### src/rtl/azadi_uart_pkg.sv
// -----------------------------------------------------------------------------
// azadi_uart_pkg
//   Constants and types shared by the UART transmitter and receiver.
//   - tx_state_e : transmitter frame FSM states
//   - DataBits   : data bits per frame (8N1)
//   - StopBits   : stop bits per frame
//   - BitIdxW    : width of the data-bit index counter
// -----------------------------------------------------------------------------
package azadi_uart_pkg;

  localparam int unsigned DataBits = 8;
  localparam int unsigned StopBits = 1;
  localparam int unsigned BitIdxW  = $clog2(DataBits);

  typedef enum logic [1:0] {
    IDLE  = 2'd0,
    START = 2'd1,
    DATA  = 2'd2,
    STOP  = 2'd3
  } tx_state_e;

endpackage : azadi_uart_pkg

### src/rtl/uart_tx_fifo.sv
// -----------------------------------------------------------------------------
// uart_tx_fifo
//   Synchronous FIFO buffering bytes for the UART transmitter. Pointers carry
//   one extra MSB so full and empty are distinguished without a spare entry.
//   Read data is presented combinationally for the entry at the read pointer.
// Ports
//   clk_i    in   1          clock, rising edge
//   rst_i    in   1          synchronous reset, active-high; empties the FIFO
//   push_i   in   1          write request (ignored when full)
//   wdata_i  in   Width      write data
//   pop_i    in   1          read request (ignored when empty)
//   rdata_o  out  Width      data at the head of the FIFO
//   full_o   out  1          level == Depth
//   empty_o  out  1          level == 0
//   level_o  out  clog2+1    current occupancy
// -----------------------------------------------------------------------------
module uart_tx_fifo #(
  parameter int unsigned Depth = 8,
  parameter int unsigned Width = 8
) (
  input  logic                     clk_i,
  input  logic                     rst_i,
  input  logic                     push_i,
  input  logic [Width-1:0]         wdata_i,
  input  logic                     pop_i,
  output logic [Width-1:0]         rdata_o,
  output logic                     full_o,
  output logic                     empty_o,
  output logic [$clog2(Depth):0]   level_o
);

  localparam int unsigned AddrW = $clog2(Depth);
  localparam int unsigned PtrW  = AddrW + 1;

  logic [Width-1:0] mem_q [Depth];
  logic [PtrW-1:0]  wr_ptr_q, wr_ptr_d;
  logic [PtrW-1:0]  rd_ptr_q, rd_ptr_d;
  logic             push_ok;
  logic             pop_ok;

  assign level_o = wr_ptr_q - rd_ptr_q;
  assign full_o  = (level_o == PtrW'(Depth));
  assign empty_o = (level_o == '0);
  assign push_ok = push_i & ~full_o;
  assign pop_ok  = pop_i  & ~empty_o;
  assign rdata_o = mem_q[rd_ptr_q[AddrW-1:0]];

  always_comb begin
    wr_ptr_d = wr_ptr_q;
    rd_ptr_d = rd_ptr_q;
    if (push_ok) wr_ptr_d = wr_ptr_q + PtrW'(1);
    if (pop_ok)  rd_ptr_d = rd_ptr_q + PtrW'(1);
  end

  always_ff @(posedge clk_i) begin
    if (rst_i) begin
      wr_ptr_q <= '0;
      rd_ptr_q <= '0;
    end else begin
      wr_ptr_q <= wr_ptr_d;
      rd_ptr_q <= rd_ptr_d;
    end
  end

  // NOTE: storage is deliberately left out of reset; the pointers alone define
  // which entries are valid, and a reset-free array maps onto plain RAM/flops.
  always_ff @(posedge clk_i) begin
    if (push_ok) mem_q[wr_ptr_q[AddrW-1:0]] <= wdata_i;
  end

endmodule : uart_tx_fifo

### src/rtl/iccm_uart_tx.sv
// -----------------------------------------------------------------------------
// iccm_uart_tx
//   UART 8N1 transmitter feeding the ICCM program loader. Bytes are buffered
//   in a small FIFO and serialised LSB-first; each bit lasts max(baud_div,1)
//   clocks. The divisor is captured when a frame starts, so a divisor change
//   only affects the following frame. Frames are sent back to back with no
//   idle gap while the FIFO has data.
// Ports
//   clk_i       in   1          clock, rising edge
//   rst_i       in   1          synchronous reset, active-high (aborts a frame)
//   tx_data_i   in   8          byte to send
//   tx_valid_i  in   1          tx_data_i valid
//   tx_ready_o  out  1          FIFO not full; transfer on valid & ready
//   baud_div_i  in   DivW       clocks per bit; 0 behaves as 1
//   tx_o        out  1          registered serial line, idle high
//   busy_o      out  1          frame in flight or FIFO non-empty
//   fifo_lvl_o  out  clog2+1    FIFO occupancy
// -----------------------------------------------------------------------------
module iccm_uart_tx
  import azadi_uart_pkg::*;
#(
  parameter int unsigned FifoDepth = 8,
  parameter int unsigned DivW      = 16
) (
  input  logic                         clk_i,
  input  logic                         rst_i,
  input  logic [7:0]                   tx_data_i,
  input  logic                         tx_valid_i,
  output logic                         tx_ready_o,
  input  logic [DivW-1:0]              baud_div_i,
  output logic                         tx_o,
  output logic                         busy_o,
  output logic [$clog2(FifoDepth):0]   fifo_lvl_o
);

  // FIFO interface
  logic                fifo_full;
  logic                fifo_empty;
  logic                fifo_pop;
  logic [DataBits-1:0] fifo_rdata;

  // Frame engine state
  tx_state_e           state_q, state_d;
  logic [DataBits-1:0] shift_q, shift_d;
  logic [DivW-1:0]     cnt_q, cnt_d;
  logic [DivW-1:0]     reload_q, reload_d;
  logic [BitIdxW-1:0]  bit_idx_q, bit_idx_d;
  logic                tx_q, tx_d;

  logic [DivW-1:0]     div_eff;
  logic                bit_end;
  logic                start_frame;

  uart_tx_fifo #(
    .Depth (FifoDepth),
    .Width (DataBits)
  ) u_fifo (
    .clk_i   (clk_i),
    .rst_i   (rst_i),
    .push_i  (tx_valid_i),
    .wdata_i (tx_data_i),
    .pop_i   (fifo_pop),
    .rdata_o (fifo_rdata),
    .full_o  (fifo_full),
    .empty_o (fifo_empty),
    .level_o (fifo_lvl_o)
  );

  // Ready depends on the registered level only, never on this cycle's pop,
  // so a slot freed by a pop becomes visible one cycle later.
  assign tx_ready_o = ~fifo_full;
  assign busy_o     = (state_q != IDLE) | (fifo_lvl_o != '0);
  assign tx_o       = tx_q;

  assign div_eff = (baud_div_i == '0) ? DivW'(1) : baud_div_i;
  assign bit_end = (cnt_q == '0);

  // tx_d is the line level for the *next* cycle, so every transition below
  // also sets the bit that the new state will drive; tx_o then comes straight
  // from a flop.
  always_comb begin
    // NOTE: every variable gets a default first so no path leaves one
    // unassigned, which would otherwise infer a latch.
    state_d     = state_q;
    shift_d     = shift_q;
    cnt_d       = cnt_q;
    reload_d    = reload_q;
    bit_idx_d   = bit_idx_q;
    tx_d        = tx_q;
    fifo_pop    = 1'b0;
    start_frame = 1'b0;

    if (state_q != IDLE && !bit_end) cnt_d = cnt_q - DivW'(1);

    unique case (state_q)
      IDLE: begin
        tx_d        = 1'b1;
        start_frame = ~fifo_empty;
      end
      START: begin
        if (bit_end) begin
          state_d   = DATA;
          cnt_d     = reload_q;
          bit_idx_d = '0;
          tx_d      = shift_q[0];
        end
      end
      DATA: begin
        if (bit_end) begin
          cnt_d = reload_q;
          if (bit_idx_q == BitIdxW'(DataBits - 1)) begin
            state_d = STOP;
            tx_d    = 1'b1;
          end else begin
            bit_idx_d = bit_idx_q + BitIdxW'(1);
            shift_d   = {1'b0, shift_q[DataBits-1:1]};
            tx_d      = shift_q[1];
          end
        end
      end
      STOP: begin
        if (bit_end) begin
          if (!fifo_empty) begin
            start_frame = 1'b1;
          end else begin
            state_d = IDLE;
            tx_d    = 1'b1;
          end
        end
      end
      default: begin
        state_d = IDLE;
        tx_d    = 1'b1;
      end
    endcase

    // Shared frame launch from IDLE and from the end of a stop bit: pop the
    // head byte and capture the divisor for the whole frame.
    if (start_frame) begin
      fifo_pop = 1'b1;
      state_d  = START;
      shift_d  = fifo_rdata;
      reload_d = div_eff - DivW'(1);
      cnt_d    = div_eff - DivW'(1);
      tx_d     = 1'b0;
    end
  end

  always_ff @(posedge clk_i) begin
    if (rst_i) begin
      state_q   <= IDLE;
      shift_q   <= '0;
      cnt_q     <= '0;
      reload_q  <= '0;
      bit_idx_q <= '0;
      tx_q      <= 1'b1;
    end else begin
      state_q   <= state_d;
      shift_q   <= shift_d;
      cnt_q     <= cnt_d;
      reload_q  <= reload_d;
      bit_idx_q <= bit_idx_d;
      tx_q      <= tx_d;
    end
  end

endmodule : iccm_uart_tx

### config.mk
export PLATFORM = sky130hd
export DESIGN_NAME = iccm_uart_tx
export DESIGN_NICKNAME = d
export VERILOG_FILES = /design/src/rtl/azadi_uart_pkg.sv /design/src/rtl/uart_tx_fifo.sv /design/src/rtl/iccm_uart_tx.sv
export SDC_FILE = /design/constraint.sdc
export NUM_CORES = 1
export LEC_CHECK = 0
export ABC_CLOCK_PERIOD_IN_PS = 8630
export BUFFER_PORTS_ARGS = -buffer_cell sky130_fd_sc_hd__buf_4
export CAP_MARGIN = 40
export CORE_MARGIN = 2
export CORE_UTILIZATION = 65
export DETAILED_ROUTE_END_ITERATION = 16
export PLACE_DENSITY = 0.9
export SLEW_MARGIN = 25
export SYNTH_ARGS = -nofsm -noshare
export SYNTH_HDL_FRONTEND = slang
export SYNTH_SLANG_ARGS = --single-unit
### constraint.sdc
create_clock -name clk_i -period 8.63 [get_ports clk_i]
set_input_delay 1.2945 -clock clk_i [delete_from_list [all_inputs] [get_ports clk_i]]
set_output_delay 1.2945 -clock clk_i [all_outputs]
set_load 0.005 [all_outputs]
==> metrics.yaml <==
clock_network:
  cts_buffer_depth: 2
  path_clk_slew_ps: 70
  numCtsBuffers: 17
  cts.htree.levels: 4
  ctsHoldBuffers: 0
  cts_sinks: 121
  cts_setup_buffers: 0
  cts_tree: "built"
  cts_resized: 0
  root_buffer: "clkbuf_8"
  clk_latency_ps: 530
timing:
  maxSlewHeadroom_pct: 46.49
  slew_violations: 0
  setup_viol: 0
  min_period_ps: 4503
  fin_hold_ws_ps: 462.4
  hold_violations: 0
  min_period_over_period_pct: 52.18
  fmax_ghz: 0.2221
  worstMarginPinSlew_ps: 801.5
  setup_ws_ps: 4127
  skew_ps: 13.96
  totalNegativeSetupSlack_ps: 0
  grt_setup_unrepaired: "false"
critical_path:
  cp.arrival_ps: 3210
  critPathMaxStageDelay_ps: 660
  reg2regPathDepth: 10
  slowest_stage: "a21boi_1"
  worst_setup_path_start_kind: "flop"
  worstPathMaxFanout: 8
  path_buf_inv: 3
  path_depth: 8
  critPathRequiredTime_ps: 7340
  critPathMostFrequentCell: "inv_1"
  end_kind: "output pin"
  crit_type: "reg -> out"
  cp_top_family: "adder cells"
  crit_chain: "inv_1 -> ha_1 -> inv_1 -> fa_1 -> nor3_1 -> a21boi_1 -> nand2_1 -> buf_4"
place:
  place_congestion: 0.8943
  post-dp-hpwl_mm: 8.566
  port_buffers: 33
  dp.cells: 617
  dpl_worst_slack_ps: 4830
power:
  p_sw_mw: 1.025
  clkPwrFrac_pct: 25.1
  switching_share_pct: 39.95
  combPwrFrac_pct: 41.5
  leakage_nw: 2.319
  p_seq_share_pct: 33.4
  p_per_area_mw_per_mm2: 388.4
  p_int_mw: 1.541
  ir_drop_mv: 0.2319
run_status:
  status: "completed"
detailed_routing:
  vias: 4294
  postRouteAntennaNets: 0
  wl_per_cell_um: 21.35
  drtIter0Drc: 306
  first_pass_iters: 7
  avgViaCountPerCell: 6.606
  drc_errors: 0
  drt_wl_total_mm: 13.88
yosys:
  synth_cell_types: 63
  yosys_warnings: 0
  syn-cell-area_mm2: 0.005675
  async_reset_ff_share_pct: 0
  synth_top_area_share_pct: 33.86
  syn-instance-count: 488
  synth_fp_nets: 531
  avgSynthCellArea_um2: 11.63
  ys.flop_type: "edfxtp_1"
  ys_ff_latch: 121
  yosysSeqAreaShare_pct: 53.97
  synth_area_leaders: "edfxtp_1, dfxtp_1, mux4_2"
  synth_edf_count: 64
  synth_top_cell_by_area: "edfxtp_1"
final_layout:
  instances_no_fill: 650
  final_cell_mix: "edfxtp_1, dfxtp_1, buf_4, nor2_1, nand2_1"
  fill_cells: 480
  diodes: 0
  final_layout_size_suffix_gt1_share_pct: 19.19
  area_growth_pct: 16.40
  ff_latch_area_mm2: 0.003063
  multi_input_area_mm2: 0.002459
  final_common_cell: "edfxtp_1"
  nets: 572
min_path:
  hold_path.class: "reg -> reg"
  whs_path_depth: 2
global_routing:
  antenna_found_initial: 0
  grt_pass1_wl_mm: 21.98
  grt_pass1_vias: 4199
  grt_max_degree: 49
  grt_use_total_pct: 30.48
  grt-ovfl-total: 0
job:
  max-cap-violations: 0
die:
  start_util_pct: 66.05
  die_y_um: 97.44
  core_area_mm2: 0.008593
  die_area_mm2: 0.009495
  die_x_um: 97.44
  ios: 34
  rows: 34
per-layer routing:
layer	GRT usage [%]	wire, um
met1	37.48	5417
met5	0	0
met3	7.122	818
met4	16.03	533
met2	50.29	7109
layout make-up:
| cell class | count | area share [%] |
|---|---|---|
| sequential | 121 | 46.36 |
| multi-input combinational | 328 | 37.22 |
| clock inverter | 15 | 1.799 |
| timing repair buffer | 46 | 5.455 |
| clock buffer | 17 | 6.269 |
| inverter | 15 | 0.8523 |
| tap | 108 | 2.045 |
state kept, by name, indices dropped and copies added, names as in the netlist, named ones only:
register	count
shift_q	8
u_fifo.rd_ptr_q	4
bit_idx_q	3
u_fifo.wr_ptr_q	4
tx_o	1
state_q	2
u_fifo.mem_q	64
reload_q	16
cnt_q	16
stage by stage:
step / utilization, % / instance area [um2] / total power [mW]
4_1_cts: 76.79 / 6599 / 2.551
2_1_floorplan: - / 5675 / 1.581
6_report: 76.88 / 6606 / 2.566
5_1_grt: 76.88 / 6606 / 2.704
3_5_place_dp: 70.59 / 6066 / 1.876
3_3_place_gp: 70.06 / 6021 / 1.781
Yosys cell counts, types with 3 or more instances:
master and instances:
clkbuf_1 15, a21o_1 3, and2_1 3, buf_2 7, nand2_1 33, nor4_1 7
or4_1 4, or3_1 6, and4_1 3, o21ai_0 10, inv_1 15, a22o_1 3
edfxtp_1 64, nand3_1 11, nor2_1 39, a211oi_1 30, a311oi_1 3, xnor2_1 12
nor2b_1 10, nor4b_1 3, a31oi_1 7, mux2i_1 10, dfxtp_1 57, o21a_1 11
a22oi_1 5, xor2_1 7, ha_1 15, nor3_1 11, mux4_2 16, o31ai_1 4
a21oi_1 24
path summary, 6_finish.rpt:
kind                 startpoint          end  slack (ps)
max          u_fifo.wr_ptr_q[0]       busy_o        4130
max reg2reg  u_fifo.wr_ptr_q[0]     cnt_q[0]        4970
min                 reload_q[0]  reload_q[0]         460
min reg2reg         reload_q[0]  reload_q[0]         460
worst min-delay path, cell delays in order (launching register included):
cell and delay [ps]:
dfxtp_1 310, nand2_1 50, a21oi_1 50
power groups by stage:
stage	sequential, mW	combinational (mW)	clock [mW]
2_1_floorplan	0.810	0.771	0
3_3_place_gp	0.853	0.928	0
3_5_place_dp	0.859	1.02	0
4_1_cts	0.854	1.05	0.649
5_1_grt	0.869	1.16	0.674
6_report	0.856	1.07	0.645
logic make-up after synthesis:
logic type / share of synthesized area [%]
buffers and inverters: 2.800
AO/OA/AOI/OAI: 14.35
AND/OR/NAND/NOR: 13.78
multiplexers: 8.510
XOR/XNOR: 2.932
flip-flops: 53.97
adder cells (fa/ha/maj): 3.660
No activity file was read; power rests on OpenSTA's default activity.
